## config.mk

```make
export PLATFORM = sky130hd
export DESIGN_NAME = calc_result_transmitter
export DESIGN_NICKNAME = d
export VERILOG_FILES = /design/src/rtl/calc_result_transmitter.sv
export SDC_FILE = /design/constraint.sdc
export NUM_CORES = 1
export LEC_CHECK = 0
export ABC_AREA = 0
export BUFFER_PORTS_ARGS = -buffer_cell sky130_fd_sc_hd__buf_2
export CAP_MARGIN = 20
export CORE_AREA = 5 5 69 58
export CTS_BUF_LIST = sky130_fd_sc_hd__clkbuf_8
export DETAILED_ROUTE_END_ITERATION = 8
export DIE_AREA = 0 0 74 63
export HOLD_SLACK_MARGIN = 0.12
export SLEW_MARGIN = 30
export SYNTH_ARGS = -nofsm -noshare
export SYNTH_HDL_FRONTEND = slang
export SYNTH_SLANG_ARGS = --single-unit
```

## constraint.sdc

```tcl
create_clock -name Clk -period 4 [get_ports Clk]
set_clock_uncertainty 0.15 [all_clocks]
set_input_delay 0 -clock Clk [delete_from_list [all_inputs] [get_ports Clk]]
set_output_delay 0 -clock Clk [all_outputs]
set_load 0.05 [all_outputs]
```

## src/rtl/calc_result_transmitter.sv

```systemverilog
// Serial result transmitter: captures a parallel word on TransferData and shifts it
// out MSB-first, holding each bit CYCLES_PER_BIT clocks, then pulses TransferDone.
module calc_result_transmitter #(
  parameter int unsigned WIDTH          = 8,
  parameter int unsigned CYCLES_PER_BIT = 1
) (
  input  logic             Clk,
  input  logic             Reset,
  input  logic             TransferData,
  input  logic [WIDTH-1:0] DataIn,
  output logic             SerialOut,
  output logic             OutValid,
  output logic             TxBusy,
  output logic             TransferDone
);

  localparam int unsigned BIT_W = (WIDTH > 1) ? $clog2(WIDTH) : 1;
  localparam int unsigned CYC_W = (CYCLES_PER_BIT > 1) ? $clog2(CYCLES_PER_BIT) : 1;

  typedef enum logic [1:0] {
    IDLE  = 2'd0,
    SHIFT = 2'd1,
    DONE  = 2'd2
  } state_t;

  state_t             state_q, state_d;
  logic [WIDTH-1:0]   shift_q, shift_d;
  logic [BIT_W-1:0]   bit_q, bit_d;
  logic [CYC_W-1:0]   cyc_q, cyc_d;
  logic               serial_q, serial_d;
  logic               valid_q, valid_d;
  logic               busy_q, busy_d;
  logic               done_q, done_d;

  // State, datapath and output registers
  always_ff @(posedge Clk or negedge Reset) begin
    if (!Reset) begin
      state_q  <= IDLE;
      shift_q  <= '0;
      bit_q    <= '0;
      cyc_q    <= '0;
      serial_q <= 1'b0;
      valid_q  <= 1'b0;
      busy_q   <= 1'b0;
      done_q   <= 1'b0;
    end else begin
      state_q  <= state_d;
      shift_q  <= shift_d;
      bit_q    <= bit_d;
      cyc_q    <= cyc_d;
      serial_q <= serial_d;
      valid_q  <= valid_d;
      busy_q   <= busy_d;
      done_q   <= done_d;
    end
  end

  // Next-state logic; outputs are decoded from the next state so they register in step
  always_comb begin
    state_d  = state_q;
    shift_d  = shift_q;
    bit_d    = bit_q;
    cyc_d    = cyc_q;
    serial_d = 1'b0;
    valid_d  = 1'b0;
    busy_d   = 1'b0;
    done_d   = 1'b0;

    case (state_q)
      IDLE: begin
        if (TransferData) begin
          shift_d = DataIn;
          bit_d   = BIT_W'(WIDTH - 1);
          cyc_d   = CYC_W'(CYCLES_PER_BIT - 1);
          state_d = SHIFT;
        end
      end
      SHIFT: begin
        if (cyc_q != '0) begin
          cyc_d = cyc_q - CYC_W'(1);
        end else if (bit_q != '0) begin
          shift_d = shift_q << 1;
          bit_d   = bit_q - BIT_W'(1);
          cyc_d   = CYC_W'(CYCLES_PER_BIT - 1);
        end else begin
          state_d = DONE;
        end
      end
      DONE:    state_d = IDLE;
      default: state_d = IDLE;
    endcase

    case (state_d)
      SHIFT: begin
        serial_d = shift_d[WIDTH-1];
        valid_d  = 1'b1;
        busy_d   = 1'b1;
      end
      DONE: begin
        done_d = 1'b1;
        busy_d = 1'b1;
      end
      default: ;
    endcase
  end

  assign SerialOut    = serial_q;
  assign OutValid     = valid_q;
  assign TxBusy       = busy_q;
  assign TransferDone = done_q;

endmodule
```

==> results of run 1 <==
==> worst paths after layout <==
| path | start | endpoint | slack [ps] | depth (start not counted) |
|---|---|---|---|---|
| worst max-delay path | bit_q[0] | SerialOut | 1710 | 8 |
| worst min-delay path | TransferData | shift_q[0] | 220 | 3 |
| worst max register to register | bit_q[0] | SerialOut | 1710 | 8 |
| max in group asynchronous | Reset | state_q[1] | 2490 | 3 |
| min in group asynchronous | Reset | TransferDone | 740 | 3 |
| worst min register to register | shift_q[0] | shift_q[0] | 360 | 1 |
==> through the flow <==
stage               std cells  total power, mW  cell area, sq um  util (%)
global route              128           0.7894              1010     30.56
detailed placement        114           0.5980             864.6     26.16
global placement          114           0.5887             864.6     26.16
CTS                       128           0.7347              1010     30.56
finish                    128           0.7250              1010     30.56
floorplan                  61           0.5534             772.0         -
==> flip-flops by register name (all words and copies together), names as in the netlist <==
signal / count
TransferDone: 1
OutValid: 1
state_q: 2
shift_q: 8
bit_q: 3
TxBusy: 1
SerialOut: 1
==> layout make-up <==
cell class	count	area [sq um]	share of cell area, %
Clock buffer	3	41.29	4.089
Clock inverter	1	3.754	0.3717
Inverter	5	18.77	1.859
Multi-Input combinational cell	36	297.8	29.49
Sequential cell	17	425.4	42.13
Tap cell	42	52.55	5.204
Timing Repair Buffer	24	170.2	16.85
==> power by group through the flow <==
stage                     clock network (mW)  logic, mW  registers, mW
after global placement                     0      0.310          0.279
after global routing                   0.138      0.365          0.286
final                                  0.125      0.324          0.276
after CTS                              0.129      0.329          0.276
after detailed placement                   0      0.319          0.279
after floorplan                            0      0.233          0.320
==> cells in the final DEF (no fill, tap or decap) <==
master	instances
dfrtp_1	17
buf_2	14
dlygate4sd3_1	10
and3_1	8
a221o_1	7
inv_1	6
ha_1	4
clkbuf_8	3
nand2_1	2
nor3_1	2
nand2b_2	1
nor2b_2	1
nor3b_2	1
a21oi_4	1
nor2b_1	1
or2b_1	1
a311o_1	1
a22o_1	1
nor2_1	1
a311oi_1	1
a31oi_1	1
a22oi_1	1
a21oi_1	1
==> metal layers <==
metal | GRT usage, % | share of wire, % | wire length (um) | up-vias
met3 | 3.859 | 6.7 | 104 | 5
met5 | 0 | 0 | 0 | -
met2 | 10.95 | 45 | 702 | 11
met4 | 3.394 | 2.2 | 34 | 0
li1 | - | - | - | 276
met1 | 10.17 | 46 | 715 | 272
==> timing repair <==
| item | CTS | global route |
|---|---|---|
| hold buffers | 10 | 0 |
| endpoints found under the hold margin | 26 | 0 |
| endpoints found under the setup margin | 0 | 0 |
==> logic make-up after synthesis <==
family                     share of synthesized area (%)
and+or+nand+nor                                    14.91
DFF                                                55.11
buffers and inverters                              6.321
AOI/OAI and AO/OA                                  17.18
adders and majority gates                          6.483
==> worst register-to-register path: cells and delay by family (launching register included) <==
family / cells / cell delay, ps
fa+ha+maj: 2 / 450
buf+inv: 2 / 230
simple gates: 2 / 320
compound gates: 2 / 670
flops: 1 / 360
==> results.cfg, run 1 <==
[setup_path]
cp.required_ps = 3980
critPathArrivalTime_ps = 2280
path_cells = inv_1 > ha_1 > nand2b_2 > a21oi_4 > inv_1 > ha_1 > and3_1 > a311o_1
cpLargestDelayFamily = compound AO/OA/AOI/OAI gates
end_kind = flip-flop
worst-path-buf-inv = 2
slowest_delay_ps = 360
startpoint_type = flip-flop
worstPathMaxFanout = 13
worst_path_max_delay_cell = dfrtp_1
critPathKind = reg2reg

[clock_tree]
cts.sinks = 17
clk_path_buf_depth = 2
post_cts_resized = 0
cts_buffers = 3
clkTransAtPathRegs_ps = 60
root_buffer = clkbuf_8
clkLatencyLatePin_ps = 250
post_cts_buffers = 0
cts_tree = done
htreeDepth = 1

[timing]
period_share_pct = 57.33
rsz0062_at_grt = false
whs_ps = 221.7
period_needed_ps = 2293
hold_viol = 0
setup_viol = 0
setup_tns_ps = 0
worst_pin_slew_ps = 791.4
slew_headroom_pct = 47.01
max_freq_mhz = 436.1
drv_slew = 0
worst_slack_ps = 1707

[power]
power_density_nw_per_um2 = 718.0
seq_power_share_pct = 38.1
clkPwrFrac_pct = 17.2
p_sw_mw = 0.2812
p_leak_nw = 0.5030
intPower_mw = 0.4439
comb_power_share_pct = 44.7
swShare_pct = 38.78
vdd_drop_max_uv = 284.2

[grt]
grtUsageTotal_pct = 7.871
grt_pass1_vias = 588
grt_pass1_wl_um = 2732
grt_overflow_total = 0
grt_max_degree = 18
grt_antenna_before_repair = 0

[yosys]
async_reset_ff_share_pct = 100.0
syn-mean-instance-area_sq_um = 12.66
ys_warn_count = 0
synth_ff_type = dfrtp_1
synth_area_leaders = dfrtp_1, a221o_1, and3_1, ha_1, buf_6
synth_top_area_share_pct = 55.11
synth-seq-cells = 17
synth-edff-count = 0
yosysSeqAreaShare_pct = 55.11
yosysMostFrequentCell = dfrtp_1
postSynthCellCount = 61
syn-num-nets = 76
yosys.area.top_type = dfrtp_1
synth_commonest_cells = dfrtp_1, and3_1, a221o_1, inv_1, ha_1
synth_area_sq_um = 772.0
synth_cell_types = 22

[floorplanning]
std_cell_rows = 19
dieArea_sq_um = 4662
initial_core_util_pct = 23.36
die_h_um = 63
core_region_area_sq_um = 3304
io_pins = 15
die_w_um = 74

[job]
drv_cap = 0

[cells_and_area]
final_nets = 102
post_route_cells_drive_above_1_share_pct = 24.42
diodes = 0
fill_cells = 354
area_delta_synth_final_pct = 30.79

[min_path]
hp-class = in2reg

[placed_design]
place_ws_ps = 1729
io_buffers = 14
dp_hpwl_um = 1089
gp_congestion = 0.6952

[detailed_routing]
ant_nets = 0
first_pass_iters = 4
drt-total-wl_um = 1556
drt_iter0_drc = 17
routedWlPerCell_um = 12.16
vias = 564
drc = 0
via_per_inst = 4.406

[outcome]
outcome = complete, no violations
No activity file was read; power rests on OpenSTA's default activity.
==> run 2, diff against run 1 <==
- ABC_AREA: 0 -> 1
- CORE_AREA: 5 5 69 58 -> 5 5 68 58
- DIE_AREA: 0 0 74 63 -> 0 0 73 63
- clock period: 4 -> 2.3 ns (I/O delays scaled with it)
==> results.cfg, run 2 <==
[outcome]
outcome = complete, no violations

[timing]
slew_headroom_pct = 48.06
hold_viol = 0
period_share_pct = 74.98
setup_tns_ps = 0
rsz0062_at_grt = false
drv_slew = 0
setup_viol = 0
worst_slack_ps = 575.5
max_freq_mhz = 579.9
period_needed_ps = 1725
worst_pin_slew_ps = 776.5

[detailed_routing]
drt-total-wl_um = 1516
drt_iter0_drc = 20
drc = 0
via_per_inst = 4.043
vias = 655
first_pass_iters = 4
ant_nets = 0
routedWlPerCell_um = 9.358

[yosys]
synth_commonest_cells = nand2_1, dfrtp_1, nand3_1, inv_1
yosysSeqAreaShare_pct = 55.65
yosys.area.top_type = dfrtp_1
syn-mean-instance-area_sq_um = 9.101
synth-edff-count = 0
async_reset_ff_share_pct = 100.0
syn-num-nets = 99
synth_top_area_share_pct = 55.65
postSynthCellCount = 84
synth_cell_types = 14
ys_warn_count = 0
synth_ff_type = dfrtp_1
synth_area_sq_um = 764.5
synth_area_leaders = dfrtp_1, nand2_1, nand3_1, ha_1, inv_1
synth-seq-cells = 17
yosysMostFrequentCell = nand2_1

[clock_tree]
post_cts_resized = 0
clkLatencyLatePin_ps = 250
cts.sinks = 17
clkTransAtPathRegs_ps = 60
cts_buffers = 3
htreeDepth = 1
clk_path_buf_depth = 2
root_buffer = clkbuf_8
cts_tree = done
post_cts_buffers = 0

[power]
power_density_nw_per_um2 = 1170
vdd_drop_max_uv = 438.1
p_leak_nw = 0.5574

[placed_design]
io_buffers = 14
dp_hpwl_um = 1036
place_ws_ps = 721.1
gp_congestion = 0.6980

[setup_path]
critPathKind = reg2reg
timing.rr.end = shift_q[3]
cp.required_ps = 2330
critPathArrivalTime_ps = 1750
path_cells = nor2_2 > nand2_2 > inv_2 > nand2_1 > dlygate4sd3_1 > nand3_1
startpoint_type = flip-flop
worstPathMaxFanout = 7
slowest_delay_ps = 560
end_kind = flip-flop
r2r_start = state_q[1]
worst_path_max_delay_cell = dlygate4sd3_1
r2r_cells = 6
ff2ff_setup_slack_ps = 580

[floorplanning]
die_w_um = 73
die_h_um = 63
dieArea_sq_um = 4599
initial_core_util_pct = 23.65
core_region_area_sq_um = 3233
io_pins = 15
std_cell_rows = 19

[cells_and_area]
ff_latch_area_sq_um = 425.4
layout.cells.most_common = nand2_1
reg_top3 = shift_q: 8 flops, bit_q: 3 flops, state_q: 2 flops
layout_common_cells = nand2_1, dlygate4sd3_1, dfrtp_1, buf_2, nand3_1
fin_util_pct = 34.44
multi_input_area_sq_um = 291.5
fill_cells = 349
post_route_cells_drive_above_1_share_pct = 23.33
diodes = 0
area_delta_synth_final_pct = 45.66
final_nets = 136
top_register = shift_q
largest_reg_flops = 8

[grt]
grtUsageTotal_pct = 7.929
grt_pass1_wl_um = 2960
grt_max_degree = 18
grt_antenna_before_repair = 0
grt_pass1_vias = 708
grt_overflow_total = 0

[min_path]
min_to = shift_q[0]
whs_path_depth = 2
min_from = shift_q[0]
hp-class = reg2reg

[job]
drv_cap = 0
run 2: changes by cell type after synthesis, sizes merged, moves of 3 or more:
cell | previous run | this run
and3 | 8 | 0
nor2 | 1 | 7
a221o | 7 | 0
nand2 | 2 | 30
inv | 5 | 12
buf | 3 | 0
nand3 | 0 | 11
run 2: what timing repair did:
item / CTS / global route
hold buffers: 18 / 0
endpoints found under the setup margin: 0 / 0
endpoints found under the hold margin: 29 / 0
run 2: worst max-delay path by stage:
stage,to,slack [ps],cells after the start,start
CTS,shift_q[4],590,6,state_q[1]
global placement,TxBusy,760,8,bit_q[0]
detailed placement,SerialOut,720,8,bit_q[0]
finish,shift_q[3],580,6,state_q[1]
floorplan,TxBusy,840,8,bit_q[0]
global route,shift_q[4],450,6,state_q[1]
run 2: critical path: cells and delay by family, from the launching register on:
| family | cells | cell delay, ps |
|---|---|---|
| DFF | 1 | 410 |
| buffers and inverters | 2 | 690 |
| and+or+nand+nor | 4 | 420 |
run 2: area by class of cell:
class | count | share of cell area [%]
multi-input combinational | 55 | 26.18
tap | 42 | 4.719
inverter | 12 | 4.270
clock inverter | 1 | 0.4494
timing repair buffer | 32 | 22.47
sequential | 17 | 38.20
clock buffer | 3 | 3.708
run 2: routing by layer:
| layer | track usage [%] | share of wire [%] |
|---|---|---|
| met1 | 9.715 | 43 |
| met2 | 13.62 | 51 |
| met3 | 2.894 | 5.7 |
| met4 | 0.6912 | 0 |
| met5 | 0 | 0 |
run 2: per-stage QoR:
stage / instance area [sq um] / hold slack (ps) / std cells / total power, mW
3_5_place_dp: 887.1 / -204.8 / 140 / 1.055
2_1_floorplan: 764.5 / -445.6 / 84 / 0.9288
3_3_place_gp: 887.1 / -214.7 / 140 / 1.043
6_report: 1114 / 324.5 / 162 / 1.303
4_1_cts: 1114 / 330.6 / 162 / 1.318
5_1_grt: 1114 / 354.7 / 162 / 1.429
run 2: cells by family (layout without fill, tap and decap cells):
family,Yosys count,in the layout,synth area share [%]
simple gates,48,48,28.64
flops,17,17,55.65
buf+inv,12,48,6.220
fa+ha+maj,4,4,6.547
compound gates,3,3,2.946
run 2: report_power, final:
part | switching, mW | internal [mW]
logic | 0.393 | 0.210
clock network | 0.0969 | 0.120
registers | 0.0583 | 0.425
total | 0.548 | 0.755
